`config.mk`:
```
export PLATFORM = sky130hd
export DESIGN_NAME = pipeline_ctrl_flat
export DESIGN_NICKNAME = d
export VERILOG_FILES = /design/src/rtl/pipeline_pkg.sv /design/src/rtl/pipeline_ctrl_if.sv /design/src/rtl/forward_unit.sv /design/src/rtl/pipeline_ctrl.sv /design/src/flat_wrapper.sv
export SDC_FILE = /design/constraint.sdc
export NUM_CORES = 1
export LEC_CHECK = 0
export CAP_MARGIN = 20
export CORE_AREA = 10 10 76 78
export CTS_CLUSTER_SIZE = 28
export DETAILED_ROUTE_END_ITERATION = 6
export DIE_AREA = 0 0 86 88
export DONT_BUFFER_PORTS = 1
export PLACE_DENSITY_LB_ADDON = 0.1
export SLEW_MARGIN = 10
export SYNTH_ARGS = -nofsm -noshare
export SYNTH_HDL_FRONTEND = slang
export SYNTH_SLANG_ARGS = --single-unit
```
`constraint.sdc`:
```
create_clock -name clk -period 4.9 [get_ports clk]
set_input_delay 0 -clock clk [delete_from_list [all_inputs] [get_ports clk]]
set_output_delay 0 -clock clk [all_outputs]
set_load 0.01 [all_outputs]
```
`src/rtl/pipeline_pkg.sv`:
```
// Shared types and constants for the RV32I pipeline hazard controller.
package pipeline_pkg;

  // Operand source selects for the E-stage ALU inputs.
  typedef enum logic [1:0] {
    FWD_RF = 2'b00,
    FWD_W  = 2'b01,
    FWD_M  = 2'b10
  } fwd_sel_t;

  // Sequencing states of the controller.
  typedef enum logic [1:0] {
    RUN      = 2'b00,
    MEM_WAIT = 2'b01,
    ERROR    = 2'b10
  } ctrl_state_t;

  // ResultSrcE encoding that marks a load in E.
  localparam logic [1:0] RESULT_SRC_MEM = 2'b01;

endpackage

```
`src/rtl/pipeline_ctrl_if.sv`:
```
// Bundle between the datapath (master) and the hazard controller (slave).
interface pipeline_ctrl_if #(
  parameter int REG_ADDR_W = 5,
  parameter int CNT_W      = 32
);
  logic [REG_ADDR_W-1:0] Rs1D, Rs2D, Rs1E, Rs2E, RdE, RdM, RdW;
  logic [1:0]            ResultSrcE;
  logic                  RegWriteM, RegWriteW, PCSrcE, MemReqM, DMemReady;
  logic                  StallF, StallD, StallE, StallM;
  logic                  FlushD, FlushE, FlushW;
  logic [1:0]            ForwardAE, ForwardBE;
  logic                  MemTimeout;
  logic [CNT_W-1:0]      StallCount;

  modport master (
    output Rs1D, Rs2D, Rs1E, Rs2E, RdE, RdM, RdW, ResultSrcE,
    output RegWriteM, RegWriteW, PCSrcE, MemReqM, DMemReady,
    input  StallF, StallD, StallE, StallM, FlushD, FlushE, FlushW,
    input  ForwardAE, ForwardBE, MemTimeout, StallCount
  );

  modport slave (
    input  Rs1D, Rs2D, Rs1E, Rs2E, RdE, RdM, RdW, ResultSrcE,
    input  RegWriteM, RegWriteW, PCSrcE, MemReqM, DMemReady,
    output StallF, StallD, StallE, StallM, FlushD, FlushE, FlushW,
    output ForwardAE, ForwardBE, MemTimeout, StallCount
  );
endinterface

```
`src/rtl/forward_unit.sv`:
```
// Operand forwarding select for one E-stage ALU source register.
module forward_unit
  import pipeline_pkg::*;
#(
  parameter int REG_ADDR_W = 5
) (
  input  logic [REG_ADDR_W-1:0] rs_e,
  input  logic [REG_ADDR_W-1:0] rd_m,
  input  logic [REG_ADDR_W-1:0] rd_w,
  input  logic                  reg_write_m,
  input  logic                  reg_write_w,
  output fwd_sel_t              fwd_sel
);

  // M holds the younger producer so it wins over W; x0 is never forwarded.
  always_comb begin
    fwd_sel = FWD_RF;
    if (reg_write_m && (rd_m != '0) && (rd_m == rs_e)) begin
      fwd_sel = FWD_M;
    end else if (reg_write_w && (rd_w != '0) && (rd_w == rs_e)) begin
      fwd_sel = FWD_W;
    end
  end

endmodule

```
`src/rtl/pipeline_ctrl.sv`:
```
// Hazard/sequencing controller: stage stall/flush enables, ALU forwarding,
// data-memory wait handling with timeout, saturating stall-cycle counter.
module pipeline_ctrl
  import pipeline_pkg::*;
#(
  parameter int REG_ADDR_W  = 5,
  parameter int MEM_TIMEOUT = 256,
  parameter int CNT_W       = 32
) (
  input  logic           clk,
  input  logic           rst_n,
  pipeline_ctrl_if.slave bus
);

  localparam int WAIT_W = (MEM_TIMEOUT > 2) ? $clog2(MEM_TIMEOUT) : 1;
  localparam logic [WAIT_W-1:0] WAIT_LAST = WAIT_W'(MEM_TIMEOUT - 1);

  ctrl_state_t       state_q, state_d;
  logic [WAIT_W-1:0] wait_cnt_q, wait_cnt_d;
  logic [CNT_W-1:0]  stall_cnt_q, stall_cnt_d;

  logic mem_stall, lw_stall;
  logic stall_f, stall_d, stall_e, stall_m;
  logic flush_d, flush_e, flush_w;

  logic [REG_ADDR_W-1:0] rs_e [2];
  fwd_sel_t              fwd_sel [2];

  assign rs_e[0] = bus.Rs1E;
  assign rs_e[1] = bus.Rs2E;

  // One forwarding unit per ALU operand (0 = A, 1 = B).
  for (genvar gi = 0; gi < 2; gi++) begin : g_fwd
    forward_unit #(.REG_ADDR_W(REG_ADDR_W)) u_fwd (
      .rs_e        (rs_e[gi]),
      .rd_m        (bus.RdM),
      .rd_w        (bus.RdW),
      .reg_write_m (bus.RegWriteM),
      .reg_write_w (bus.RegWriteW),
      .fwd_sel     (fwd_sel[gi])
    );
  end

  assign mem_stall = bus.MemReqM && !bus.DMemReady;
  assign lw_stall  = (bus.ResultSrcE == RESULT_SRC_MEM) && (bus.RdE != '0) &&
                     ((bus.RdE == bus.Rs1D) || (bus.RdE == bus.Rs2D));

  // Stall/flush enables in priority order: error, memory wait, redirect, load-use.
  always_comb begin
    stall_f = 1'b0;
    stall_d = 1'b0;
    stall_e = 1'b0;
    stall_m = 1'b0;
    flush_d = 1'b0;
    flush_e = 1'b0;
    flush_w = 1'b0;
    if ((state_q == ERROR) || mem_stall) begin
      // Freeze F..M and drain W; a taken branch in E is re-seen on release.
      stall_f = 1'b1;
      stall_d = 1'b1;
      stall_e = 1'b1;
      stall_m = 1'b1;
      flush_w = 1'b1;
    end else if (bus.PCSrcE) begin
      flush_d = 1'b1;
      flush_e = 1'b1;
    end else if (lw_stall) begin
      stall_f = 1'b1;
      stall_d = 1'b1;
      flush_e = 1'b1;
    end
  end

  // Next state, wait counter and saturating stall counter.
  always_comb begin
    state_d     = state_q;
    wait_cnt_d  = '0;
    stall_cnt_d = stall_cnt_q;
    case (state_q)
      RUN: begin
        if (mem_stall) state_d = MEM_WAIT;
      end
      MEM_WAIT: begin
        // A ready in the final wait cycle still releases to RUN.
        if (!mem_stall) begin
          state_d = RUN;
        end else if (wait_cnt_q == WAIT_LAST) begin
          state_d = ERROR;
        end else begin
          wait_cnt_d = wait_cnt_q + 1'b1;
        end
      end
      ERROR:   state_d = ERROR;
      default: state_d = RUN;
    endcase
    if ((stall_f || stall_d || stall_e || stall_m) && (stall_cnt_q != '1)) begin
      stall_cnt_d = stall_cnt_q + 1'b1;
    end
  end

  // Controller state registers.
  always_ff @(posedge clk or negedge rst_n) begin
    if (!rst_n) begin
      state_q     <= RUN;
      wait_cnt_q  <= '0;
      stall_cnt_q <= '0;
    end else begin
      state_q     <= state_d;
      wait_cnt_q  <= wait_cnt_d;
      stall_cnt_q <= stall_cnt_d;
    end
  end

  assign bus.StallF     = stall_f;
  assign bus.StallD     = stall_d;
  assign bus.StallE     = stall_e;
  assign bus.StallM     = stall_m;
  assign bus.FlushD     = flush_d;
  assign bus.FlushE     = flush_e;
  assign bus.FlushW     = flush_w;
  assign bus.ForwardAE  = fwd_sel[0];
  assign bus.ForwardBE  = fwd_sel[1];
  assign bus.MemTimeout = (state_q == ERROR);
  assign bus.StallCount = stall_cnt_q;

endmodule

```
`src/flat_wrapper.sv`:
```
// flat-port wrapper written by rule: the top's interface ports become plain ports
module pipeline_ctrl_flat import pipeline_pkg::*;
#(
  parameter int REG_ADDR_W  = 5,
  parameter int MEM_TIMEOUT = 256,
  parameter int CNT_W       = 32
)
  (clk, rst_n, bus_Rs1D, bus_Rs2D, bus_Rs1E, bus_Rs2E, bus_RdE, bus_RdM, bus_RdW, bus_ResultSrcE, bus_RegWriteM, bus_RegWriteW, bus_PCSrcE, bus_MemReqM, bus_DMemReady, bus_StallF, bus_StallD, bus_StallE, bus_StallM, bus_FlushD, bus_FlushE, bus_FlushW, bus_ForwardAE, bus_ForwardBE, bus_MemTimeout, bus_StallCount);
  pipeline_ctrl_if #(.REG_ADDR_W(REG_ADDR_W), .CNT_W(CNT_W)) bus_i ();
  input  logic clk;
  input  logic rst_n;
  input wire logic [$bits(bus_i.Rs1D)-1:0] bus_Rs1D;
  input wire logic [$bits(bus_i.Rs2D)-1:0] bus_Rs2D;
  input wire logic [$bits(bus_i.Rs1E)-1:0] bus_Rs1E;
  input wire logic [$bits(bus_i.Rs2E)-1:0] bus_Rs2E;
  input wire logic [$bits(bus_i.RdE)-1:0] bus_RdE;
  input wire logic [$bits(bus_i.RdM)-1:0] bus_RdM;
  input wire logic [$bits(bus_i.RdW)-1:0] bus_RdW;
  input wire logic [$bits(bus_i.ResultSrcE)-1:0] bus_ResultSrcE;
  input wire logic [$bits(bus_i.RegWriteM)-1:0] bus_RegWriteM;
  input wire logic [$bits(bus_i.RegWriteW)-1:0] bus_RegWriteW;
  input wire logic [$bits(bus_i.PCSrcE)-1:0] bus_PCSrcE;
  input wire logic [$bits(bus_i.MemReqM)-1:0] bus_MemReqM;
  input wire logic [$bits(bus_i.DMemReady)-1:0] bus_DMemReady;
  output wire logic [$bits(bus_i.StallF)-1:0] bus_StallF;
  output wire logic [$bits(bus_i.StallD)-1:0] bus_StallD;
  output wire logic [$bits(bus_i.StallE)-1:0] bus_StallE;
  output wire logic [$bits(bus_i.StallM)-1:0] bus_StallM;
  output wire logic [$bits(bus_i.FlushD)-1:0] bus_FlushD;
  output wire logic [$bits(bus_i.FlushE)-1:0] bus_FlushE;
  output wire logic [$bits(bus_i.FlushW)-1:0] bus_FlushW;
  output wire logic [$bits(bus_i.ForwardAE)-1:0] bus_ForwardAE;
  output wire logic [$bits(bus_i.ForwardBE)-1:0] bus_ForwardBE;
  output wire logic [$bits(bus_i.MemTimeout)-1:0] bus_MemTimeout;
  output wire logic [$bits(bus_i.StallCount)-1:0] bus_StallCount;
  assign bus_i.Rs1D = bus_Rs1D;
  assign bus_i.Rs2D = bus_Rs2D;
  assign bus_i.Rs1E = bus_Rs1E;
  assign bus_i.Rs2E = bus_Rs2E;
  assign bus_i.RdE = bus_RdE;
  assign bus_i.RdM = bus_RdM;
  assign bus_i.RdW = bus_RdW;
  assign bus_i.ResultSrcE = bus_ResultSrcE;
  assign bus_i.RegWriteM = bus_RegWriteM;
  assign bus_i.RegWriteW = bus_RegWriteW;
  assign bus_i.PCSrcE = bus_PCSrcE;
  assign bus_i.MemReqM = bus_MemReqM;
  assign bus_i.DMemReady = bus_DMemReady;
  assign bus_StallF = bus_i.StallF;
  assign bus_StallD = bus_i.StallD;
  assign bus_StallE = bus_i.StallE;
  assign bus_StallM = bus_i.StallM;
  assign bus_FlushD = bus_i.FlushD;
  assign bus_FlushE = bus_i.FlushE;
  assign bus_FlushW = bus_i.FlushW;
  assign bus_ForwardAE = bus_i.ForwardAE;
  assign bus_ForwardBE = bus_i.ForwardBE;
  assign bus_MemTimeout = bus_i.MemTimeout;
  assign bus_StallCount = bus_i.StallCount;
  pipeline_ctrl #(.REG_ADDR_W(REG_ADDR_W), .MEM_TIMEOUT(MEM_TIMEOUT), .CNT_W(CNT_W)) u_core (.clk(clk), .rst_n(rst_n), .bus(bus_i));
endmodule
```
==> qor.txt, run 1 <==
fin nets -> 307
Crit Reg-Reg Startpoint -> u_core.bus.StallCount[5]
Yosys top cell area share -> 0.418
CP Buf/Inv Count -> 0
status -> finished, final reports clean
cell taking the most area after synthesis -> dfrtp_1
clk buf depth -> 2
Hold Crit Start -> bus_DMemReady
Tightest Pin Transition -> 0.746 ns
Tmin final -> 2.47 ns
core area -> 0.00429 sq mm
fin crit share -> 0.505
mapped cell area -> 0.00251 sq mm
Mapped Nets -> 304
worst slack at placement -> 2.43 ns
sequential share of power -> 0.543
max-cap violations -> 0
placed instance count -> 302
Reg2Reg Setup Slack -> 2.43 ns
Crit-path slowest cell -> nor2_4
number of setup violations in the final report -> 0
internal power -> 0.000639 W
H-tree Lvls -> 2
Vias -> 1854
gr usage total -> 0.152
wire per inst -> 17.8 um
hold_ws -> 0.103 ns
RSZ-0062 raised after global routing -> no
Die Y -> 88 um
Worst Hold End -> u_core.wait_cnt_q[1]
hold path cells -> 3
drt first pass iters -> 4
GRT Residual Overflow -> 0
Crit Path Max Fanout -> 26
most frequent cells in the layout -> 56 x xor2_1, 42 x dfrtp_1, 22 x nor2_1, 22 x nor3_1, 15 x nand2_1
Die ar. -> 0.00757 sq mm
CP required -> 5.08 ns
clk_skew -> 0.0115 ns
final hold vios -> 0
critical path data arrival time -> 2.66 ns
Fin Setup TNS -> 0 ns
largest net degree at the start of global routing -> 43
syn_area_per_cell -> 9.75 sq um
Cells after Synth -> 258
die width -> 86 um
fin. max-slew vios -> 0
final setup margin -> 2.43 ns
Switching Power -> 0.000421 W
CTS tree -> yes
vias per cell -> 5.90
CP top delay family -> simple AND/OR/NAND/NOR gates
synth top area cells -> dfrtp_1 42%, xor2_1 20%, nor3_1 4.4%
overall power -> 0.00106 W
Routed Wire Length -> 5.57 mm
clk sink count -> 42
area delta synth->final -> 5.82%
critical-path cell list -> and4_1 > nand4_1 > nand3b_1 > nor2_4 > nor2_1 > mux2_1
Post-DP HPWL -> 4.32 mm
most common cell after layout, fill and taps aside -> xor2_1
Clock Pin Slew Worst Setup and Hold Paths -> 0.08 ns
number of global-route vias before repair -> 1872
Worst slew margin -> 0.498
CP endpoint kind -> flip-flop
gp weighted congestion -> 0.839
Clk pwr share -> 0.206
Pleak -> 0.979 nW
Hold/Removal Path Class -> primary input to flip-flop
Initial DRC Count -> 103
critical path class -> flip-flop to flip-flop
Cell Pwr Density -> 398 mW/mm^2
Register-to-Register Path Depth -> 6
CTS Root Buffer Type -> clkbuf_8
dominant synthesized flop cell -> dfrtp_1
Worst setup SP type -> flip-flop
Cell variety after synth -> 36
r2r endpoint -> u_core.bus.StallCount[1]
worst skew pair latency -> 0.30 ns
share of flip-flops with an asynchronous set or reset -> 1.00
# diodes -> 0
Seq/Total Area, Yosys -> 0.418
highest clock rate -> 404 MHz
peak supply drop -> 301 uV
Num CTS Buffers -> 5
row cnt -> 24
Yosys reg bits -> 42
Synth warnings -> 0
# IOs -> 88
Critical Path Max Stage Delay -> 0.57 ns
layout cells sized above 1 -> 0.0687
number of flops mapped to enable cells by yosys -> 0
CTS resizes -> 0
switching part of the total -> 0.397
Final Non-Filler Cells -> 314
Port Buffers -> 0
initial core utilization -> 0.586
initial antenna violation count -> 0
Detail Route Antenna Nets -> 0
drc violations -> 0
first-pass GRT wire length -> 9.43 mm
Logic pwr share -> 0.251
[kinds of logic after synthesis]
group / after synthesis / share of synthesized area
fa+ha+maj: 2 / 0.00995
compound gates: 11 / 0.0294
flops: 42 / 0.418
xor+xnor: 66 / 0.230
simple gates: 122 / 0.276
mux: 1 / 0.00448
buf+inv: 14 / 0.0323
[per-stage QoR]
stage / utilization / area (sq um)
final: 0.620 / 2660
after global routing: 0.620 / 2660
after CTS: 0.620 / 2660
after detailed placement: 0.588 / 2520
after global placement: 0.588 / 2520
after floorplan: - / 2510
[worst max-delay path by stage]
stage / start / to / slack (ns) / cells past startpoint
after floorplan: u_core.bus.StallCount[0] / u_core.bus.StallCount[14] / 2.98 / 8
after global placement: u_core.bus.StallCount[5] / u_core.bus.StallCount[1] / 2.49 / 6
after detailed placement: u_core.bus.StallCount[5] / u_core.bus.StallCount[1] / 2.43 / 6
after CTS: u_core.bus.StallCount[5] / u_core.bus.StallCount[1] / 2.42 / 6
after global routing: u_core.bus.StallCount[5] / u_core.bus.StallCount[1] / 2.21 / 6
final: u_core.bus.StallCount[5] / u_core.bus.StallCount[1] / 2.43 / 6
[power by group through the flow]
stage / registers [W] / logic (W) / clock network (W)
after global placement: 0.000584 / 0.000250 / 0
after global routing: 0.000601 / 0.000303 / 0.000239
after detailed placement: 0.000587 / 0.000257 / 0
final: 0.000575 / 0.000266 / 0.000219
after CTS: 0.000580 / 0.000270 / 0.000224
after floorplan: 0.000548 / 0.000229 / 0
[tightest hold or removal path, stage by stage]
cell	delay [ns]
nand2b_1	0.13
nor2_1	0.06
and3_1	0.17
[layer usage]
metal	vias up	GRT usage	wire, um
met3	8	0.0817	579
met4	0	0.0359	62
met2	52	0.233	2620
met5	-	0	0
met1	891	0.183	2310
li1	903	-	-
[cells in the mapped netlist (2+ instances only)]
cell      count
and4_1        3
buf_4         5
inv_1         5
and3_1        8
xnor2_1      10
nor3b_1       2
o21ai_0       4
ha_1          2
nand3_1      14
nand2b_1      2
nor4_1        4
xor2_1       56
nand4_1      10
buf_2         2
nor3_1       22
dfrtp_1      42
nor2_1       22
nand2_1      15
or4_1         5
and2_1        3
nor4_2        7
[sequential cells by signal (all words and copies together) (netlist names)]
register	cells
u_core.bus.StallCount	32
u_core.wait_cnt_q	8
u_core.state_q	2
[what timing repair did]
item / 4_1_cts / 5_1_grt
endpoints found under the setup margin: 0 / 0
setup buffers: 0 / 0
hold buffers: 4 / 0
endpoints found under the hold margin: 43 / 0
[area by class of cell]
class,count,area (sq um)
Fill cell,392,1630
Tap cell,52,65.1
Multi-Input combinational cell,202,1380
Timing Repair Buffer,5,57.6
Inverter,5,18.8
Clock buffer,6,72.6
Sequential cell,42,1050
Clock inverter,2,13.8
No activity file was read; power rests on OpenSTA's default activity.
==> inputs of run 2 (changes only) <==
--- a/config.mk
+++ b/config.mk
@@ -5,11 +5,12 @@
 export SDC_FILE = /design/constraint.sdc
 export NUM_CORES = 1
 export LEC_CHECK = 0
+export ABC_AREA = 1
 export CAP_MARGIN = 20
-export CORE_AREA = 10 10 76 78
+export CORE_AREA = 10 10 84 86
 export CTS_CLUSTER_SIZE = 28
 export DETAILED_ROUTE_END_ITERATION = 6
-export DIE_AREA = 0 0 86 88
+export DIE_AREA = 0 0 94 96
 export DONT_BUFFER_PORTS = 1
 export PLACE_DENSITY_LB_ADDON = 0.1
 export SLEW_MARGIN = 10
==> constraint.sdc (replaced) <==
create_clock -name clk -period 2.5 [get_ports clk]
set_input_delay 0 -clock clk [delete_from_list [all_inputs] [get_ports clk]]
set_output_delay 0 -clock clk [all_outputs]
set_load 0.01 [all_outputs]
==> qor.txt, run 2 <==
Initial DRC Count -> 258 (was 103)
Switching Power -> 0.000593 W (was 0.000421 W)
sequential share of power -> 0.474 (was 0.543)
Layout fillers -> 526 (was 392)
fin crit share -> 0.892 (was 0.505)
max-cap violations -> 0 (unchanged)
max FFs per register -> 32 (unchanged)
critical path data arrival time -> 2.43 ns (was 2.66 ns)
vias per cell -> 5.33 (was 5.90)
number of global-route vias before repair -> 2781 (was 1872)
area delta synth->final -> 7.50% (was 5.82%)
highest clock rate -> 448 MHz (was 404 MHz)
internal power -> 0.00116 W (was 0.000639 W)
final hold vios -> 0 (unchanged)
Num CTS Buffers -> 5 (unchanged)
peak supply drop -> 531 uV (was 301 uV)
CTS Root Buffer Type -> clkbuf_8 (unchanged)
layout cells sized above 1 -> 0.0528 (was 0.0687)
Crit-path slowest cell -> dfrtp_1 (was nor2_4)
GRT Residual Overflow -> 0 (unchanged)
critical path class -> flip-flop to flip-flop (unchanged)
dominant synthesized flop cell -> dfrtp_1 (unchanged)
Yosys top cell area share -> 0.331 (was 0.418)
Crit Path Max Fanout -> 16 (was 26)
clk buf depth -> 2 (unchanged)
Pleak -> 1.71 nW (was 0.979 nW)
Mapped Nets -> 530 (was 304)
drc violations -> 0 (unchanged)
status -> finished, final reports clean (unchanged)
Worst slew margin -> 0.518 (was 0.498)
clk sink count -> 42 (unchanged)
Cells after Synth -> 484 (was 258)
switching part of the total -> 0.337 (was 0.397)
drt first pass iters -> 5 (was 4)
# IOs -> 88 (unchanged)
final setup margin -> 0.270 ns (was 2.43 ns)
number of flops mapped to enable cells by yosys -> 0 (unchanged)
Die Y -> 96 um (was 88 um)
worst slack at placement -> 0.239 ns (was 2.43 ns)
core area -> 0.00541 sq mm (was 0.00429 sq mm)
CP endpoint kind -> flip-flop (unchanged)
clk_skew -> 0.00441 ns (was 0.0115 ns)
largest net degree at the start of global routing -> 43 (unchanged)
Seq/Total Area, Yosys -> 0.331 (was 0.418)
Port Buffers -> 0 (unchanged)
mapped cell area -> 0.00317 sq mm (was 0.00251 sq mm)
wire per inst -> 15.2 um (was 17.8 um)
syn_area_per_cell -> 6.55 sq um (was 9.75 sq um)
CTS tree -> yes (unchanged)
Logic pwr share -> 0.221 (was 0.251)
die width -> 94 um (was 86 um)
Critical Path Max Stage Delay -> 0.47 ns (was 0.57 ns)
critical-path cell list -> ha_1 > nand2_1 > inv_1 > nand3_2 > nor2_4 > nand2_2 > nor2_4 > nand4_4 > buf_4 > nand3_1 > nand2_1 (was and4_1 > nand4_1 > nand3b_1 > nor2_4 > nor2_1 > mux2_1)
most common cell after layout, fill and taps aside -> nand2_1 (was xor2_1)
worst skew pair latency -> 0.30 ns (about the same)
synth top area cells -> dfrtp_1 33%, nand2_1 20%, nand3_1 8.4% (was dfrtp_1 42%, xor2_1 20%, nor3_1 4.4%)
Hold/Removal Path Class -> primary input to flip-flop (unchanged)
Tightest Pin Transition -> 0.717 ns (was 0.746 ns)
gp weighted congestion -> 0.908 (was 0.839)
H-tree Lvls -> 2 (unchanged)
gr usage total -> 0.191 (was 0.152)
share of flip-flops with an asynchronous set or reset -> 1.00 (unchanged)
Final Non-Filler Cells -> 564 (was 314)
count leader, synth -> nand2_1 (was xor2_1)
CP required -> 2.70 ns (was 5.08 ns)
setup bufs post-CTS -> 0 (unchanged)
Yosys reg bits -> 42 (unchanged)
Clk pwr share -> 0.305 (was 0.206)
Vias -> 3006 (was 1854)
most frequent cells in the layout -> 170 x nand2_1, 56 x nor2_1, 55 x inv_1 (was 56 x xor2_1, 42 x dfrtp_1, 22 x nor2_1, 22 x nor3_1, 15 x nand2_1)
Routed Wire Length -> 8.58 mm (was 5.57 mm)
initial core utilization -> 0.587 (was 0.586)
RSZ-0062 raised after global routing -> no (unchanged)
Synth warnings -> 0 (unchanged)
fin nets -> 537 (was 307)
number of setup violations in the final report -> 0 (unchanged)
initial antenna violation count -> 0 (unchanged)
fin. max-slew vios -> 0 (unchanged)
placed instance count -> 552 (was 302)
Worst setup SP type -> flip-flop (unchanged)
first-pass GRT wire length -> 13.8 mm (was 9.43 mm)
Synth top cells by count -> 171 x nand2_1, 56 x nor2_1, 55 x inv_1 (was 56 x xor2_1, 42 x dfrtp_1, 22 x nor2_1, 22 x nor3_1, 15 x nand2_1)
Cell Pwr Density -> 516 mW/mm^2 (was 398 mW/mm^2)
Clock Pin Slew Worst Setup and Hold Paths -> 0.08 ns (about the same)
cell taking the most area after synthesis -> dfrtp_1 (unchanged)
Detail Route Antenna Nets -> 0 (unchanged)
Fin Setup TNS -> 0 ns (unchanged)
row cnt -> 27 (was 24)
Cell variety after synth -> 27 (was 36)
fin util -> 0.631 (was 0.620)
Tmin final -> 2.23 ns (was 2.47 ns)
# diodes -> 0 (unchanged)
hold_ws -> 0.102 ns (was 0.103 ns)
Post-DP HPWL -> 6.77 mm (was 4.32 mm)
Register Area -> 0.00105 sq mm (unchanged)
area occupied by multi-input gates -> 0.00183 sq mm (was 0.00138 sq mm)
Die ar. -> 0.00902 sq mm (was 0.00757 sq mm)
[run 2: cell types whose count changed after synthesis, moves of 4 or more]
cell	delta
and3_1	-8
xnor2_1	+9
or4_1	-5
nor4_2	-7
xor2_1	-34
inv_1	+50
nand3_1	+39
nand2_1	+156
nand3b_1	+4
nor2_1	+34
[run 2: power by group through the flow]
stage / clock, W / combinational, W / sequential, W
floorplan: 0 / 0.000336 / 0.000826
global placement: 0 / 0.000359 / 0.000848
detailed placement: 0 / 0.000362 / 0.000849
CTS: 0.000547 / 0.000387 / 0.000835
global route: 0.000577 / 0.000447 / 0.000849
finish: 0.000536 / 0.000389 / 0.000833
[run 2: worst max-delay path, delay by kind of cell, from the launching register on]
family	cells	cell delay, ns
adders and majority gates	1	0.24
and+or+nand+nor	8	1.02
buffers and inverters	2	0.40
DFF	1	0.47
[run 2: final timing paths]
path / startpoint / endpoint / slack (ns) / cells past startpoint
min reg2reg: u_core.wait_cnt_q[0] / u_core.wait_cnt_q[0] / 0.48 / 1
min: bus_MemReqM / u_core.wait_cnt_q[0] / 0.10 / 4
min in group asynchronous: rst_n / u_core.wait_cnt_q[3] / 0.15 / 2
max reg2reg: u_core.bus.StallCount[0] / u_core.bus.StallCount[5] / 0.27 / 11
max in group asynchronous: rst_n / u_core.bus.StallCount[3] / 2.14 / 2
max: u_core.bus.StallCount[0] / u_core.bus.StallCount[5] / 0.27 / 11
[run 2: metrics by stage]
step | total power [W] | instance area, sq um
5_1_grt | 0.00187 | 3410
3_5_place_dp | 0.00121 | 3240
4_1_cts | 0.00177 | 3400
3_3_place_gp | 0.00121 | 3240
6_report | 0.00176 | 3410
2_1_floorplan | 0.00116 | 3170
[run 2: final cells by class]
cell class,instances,share of cell area
multi-input cells,373,0.538
repair buffers,12,0.0323
well taps,72,0.0264
clock inverters,3,0.0117
inverters,57,0.0628
flip-flops and latches,42,0.308
clock buffers,5,0.0202
[run 2: logic make-up (layout without fill, tap and decap cells)]
family | Yosys count | in the layout | synth area share
simple gates | 320 | 320 | 0.437
buf+inv | 69 | 77 | 0.0935
flops | 42 | 42 | 0.331
xor+xnor | 41 | 41 | 0.113
compound gates | 10 | 10 | 0.0170
fa+ha+maj | 2 | 2 | 0.00789
[run 2: repair_timing]
action                                  in CTS  in global routing
resized for setup                            0                  2
endpoints found under the hold margin       46                  0
hold buffers                                 4                  0
endpoints found under the setup margin       0                 34
[run 2: per-layer routing]
layer  global-route usage  share of wire  vias to the layer above  wire [um]
met4               0.0557          0.010                        0         89
li1                     -              -                     1523          -
met2                0.315           0.48                      110       4090
met5                    0              0                        -          0
met1                0.238           0.42                     1363       3640
met3               0.0529          0.090                       10        769
==> inputs of run 3 (changes only) <==
--- a/config.mk
+++ b/config.mk
@@ -7,10 +7,10 @@
 export LEC_CHECK = 0
 export ABC_AREA = 1
 export CAP_MARGIN = 20
-export CORE_AREA = 10 10 84 86
+export CORE_AREA = 2 2 76 78
 export CTS_CLUSTER_SIZE = 28
 export DETAILED_ROUTE_END_ITERATION = 6
-export DIE_AREA = 0 0 94 96
+export DIE_AREA = 0 0 78 80
 export DONT_BUFFER_PORTS = 1
 export PLACE_DENSITY_LB_ADDON = 0.1
 export SLEW_MARGIN = 10
==> constraint.sdc (replaced) <==
create_clock -name clk -period 2.4 [get_ports clk]
set_input_delay 0 -clock clk [delete_from_list [all_inputs] [get_ports clk]]
set_output_delay 0 -clock clk [all_outputs]
set_load 0.01 [all_outputs]
==> qor.txt, run 3 (same netlist as run 2, synthesis figures left out) <==
overall power -> 0.00176 W (about the same)
drc violations -> 0 (unchanged)
row cnt -> 27 (unchanged)
Crit-path slowest cell -> dlygate4sd3_1 (was dfrtp_1)
Fin Setup TNS -> 0 ns (unchanged)
fin. max-slew vios -> 0 (unchanged)
Critical Path Max Stage Delay -> 0.59 ns (was 0.47 ns)
CP endpoint kind -> primary output (was flip-flop)
largest net degree at the start of global routing -> 43 (unchanged)
critical path class -> primary input to primary output (was flip-flop to flip-flop)
CP Buf/Inv Count -> 5 (was 2)
Clock Pin Slew Worst Setup and Hold Paths -> 0.08 ns (about the same)
die width -> 78 um (was 94 um)
hold path cells -> 4 (unchanged)
highest clock rate -> 481 MHz
GRT Residual Overflow -> 0 (unchanged)
most common cell after layout, fill and taps aside -> nand2_1 (unchanged)
max-cap violations -> 0 (unchanged)
# diodes -> 0 (unchanged)
Layout fillers -> 554 (was 526)
Tmin final -> 2.08 ns
max FFs per register -> 32 (unchanged)
initial core utilization -> 0.587 (unchanged)
Register-to-Register Path Depth -> 11 (unchanged)
number of global-route vias before repair -> 2840 (was 2781)
vias per cell -> 5.23 (was 5.33)
peak supply drop -> 440 uV (was 531 uV)
Num CTS Buffers -> 5 (unchanged)
H-tree Lvls -> 2 (unchanged)
fin nets -> 538 (was 537)
core area -> 0.00541 sq mm (unchanged)
clk sink count -> 42 (unchanged)
number of setup violations in the final report -> 0 (unchanged)
clk_skew -> 0.00815 ns (was 0.00441 ns)
fin crit share -> 0.867
critical-path cell list -> dlygate4sd3_1 > nor2_1 > dlygate4sd3_1 > inv_1 > o21ai_0 > inv_1 > nand2_2 > buf_4 (was ha_1 > nand2_1 > inv_1 > nand3_2 > nor2_4 > nand2_2 > nor2_4 > nand4_4 > buf_4 > nand3_1 > nand2_1)
Cell Pwr Density -> 518 mW/mm^2 (was 516 mW/mm^2)
clk buf depth -> 2 (unchanged)
Port Buffers -> 0 (unchanged)
Tightest Pin Transition -> 0.709 ns (was 0.717 ns)
drt first pass iters -> 4 (was 5)
CTS Root Buffer Type -> clkbuf_8 (unchanged)
Pleak -> 1.70 nW (was 1.71 nW)
Max Used Layer -> met4 (unchanged)
met3 WL post-DR -> 417 um (was 769 um)
RSZ-0062 raised after global routing -> no (unchanged)
Worst setup SP type -> primary input (was flip-flop)
worst skew pair latency -> 0.30 ns (about the same)
layout cells sized above 1 -> 0.0527 (was 0.0528)
first-pass GRT wire length -> 13.3 mm (was 13.8 mm)
final instance area -> 0.00340 sq mm (was 0.00341 sq mm)
Die ar. -> 0.00624 sq mm (was 0.00902 sq mm)
gr usage total -> 0.268 (was 0.191)
gp weighted congestion -> 1.05 (was 0.908)
Routed Wire Length -> 7.63 mm (was 8.58 mm)
Die Y -> 80 um (was 96 um)
wire per inst -> 13.5 um (was 15.2 um)
DP Area -> 0.00324 sq mm (unchanged)
Worst slew margin -> 0.523 (was 0.518)
Detail Route Antenna Nets -> 0 (unchanged)
CP required -> 2.40 ns (was 2.70 ns)
Post-DP HPWL -> 5.94 mm (was 6.77 mm)
Crit Path Max Fanout -> 12 (was 16)
# IOs -> 88 (unchanged)
area delta synth->final -> 7.30% (was 7.50%)
Vias -> 2954 (was 3006)
status -> finished, final reports clean (unchanged)
number of cells on the critical path -> 8 (was 11)
initial antenna violation count -> 0 (unchanged)
CTS tree -> yes (unchanged)
critical path data arrival time -> 2.08 ns (was 2.43 ns)
most frequent cells in the layout -> 170 x nand2_1, 56 x nor2_1, 55 x inv_1 (unchanged)
Hold/Removal Path Class -> primary input to flip-flop (unchanged)
final hold vios -> 0 (unchanged)
Initial DRC Count -> 221 (was 258)
routed length on met2 -> 3.40 mm (was 4.09 mm)
CP top delay family -> buffers and inverters (was simple AND/OR/NAND/NOR gates)
met1 WL -> 3.70 mm (was 3.64 mm)
[run 3: changes by cell type in the layout (fill, tap and decap cells not counted)]
cell,delta
buf_6,+1
bufinv_16,-1
clkbuf_1,+1
clkbuf_8,+1
clkinv_2,-1
[run 3: cell type report]
class / count / area (sq um) / share of cell area
multi-input cells: 373 / 1830 / 0.539
flip-flops and latches: 42 / 1050 / 0.309
inverters: 57 / 214 / 0.0629
repair buffers: 13 / 121 / 0.0357
well taps: 72 / 90.1 / 0.0265
clock buffers: 7 / 86.3 / 0.0254
clock inverters: 1 / 5.00 / 0.00147
[run 3: worst paths after layout]
path / start / to / slack, ns
max: bus_DMemReady / bus_StallD / 0.32
min: bus_MemReqM / u_core.wait_cnt_q[2] / 0.10
max reg2reg: u_core.bus.StallCount[1] / u_core.bus.StallCount[8] / 0.37
min reg2reg: u_core.wait_cnt_q[0] / u_core.wait_cnt_q[0] / 0.47
max in group asynchronous: rst_n / u_core.bus.StallCount[6] / 2.02
min in group asynchronous: rst_n / u_core.wait_cnt_q[3] / 0.17
[run 3: power by group]
part	switching, W	internal [W]	total (W)
combinational	0.000279	0.000155	0.000434
clock	0.000242	0.000232	0.000474
sequential	0.0000913	0.000763	0.000854
total	0.000612	0.00115	0.00176
[run 3: what timing repair did]
action                                  in CTS  in global routing
buffers inserted                             0                  1
hold endpoints to repair                    46                  0
hold buffers                                 4                  0
endpoints found under the setup margin       0                 34
resized for setup                            0                  3
[run 3: per-layer routing]
metal / global-route usage / vias up
met3: 0.0701 / 11
met4: 0.0877 / 0
met1: 0.369 / 1350
li1: - / 1524
met5: 0 / -
met2: 0.412 / 69
[run 3: stage by stage]
step	hold slack (ns)	setup WS (ns)	instances	util
6_report	0.102	0.319	565	0.629
5_1_grt	0.154	0.148	565	0.629
4_1_cts	0.0939	0.0992	564	0.625
3_5_place_dp	-0.295	0.187	552	0.599
3_3_place_gp	-0.295	0.263	552	0.599
2_1_floorplan	-0.296	0.553	484	-
[run 3: tightest hold or removal path, delay by kind of cell]
family / cells / cell delay [ns]
buffers and inverters: 1 / 0.03
AND/OR/NAND/NOR: 3 / 0.34
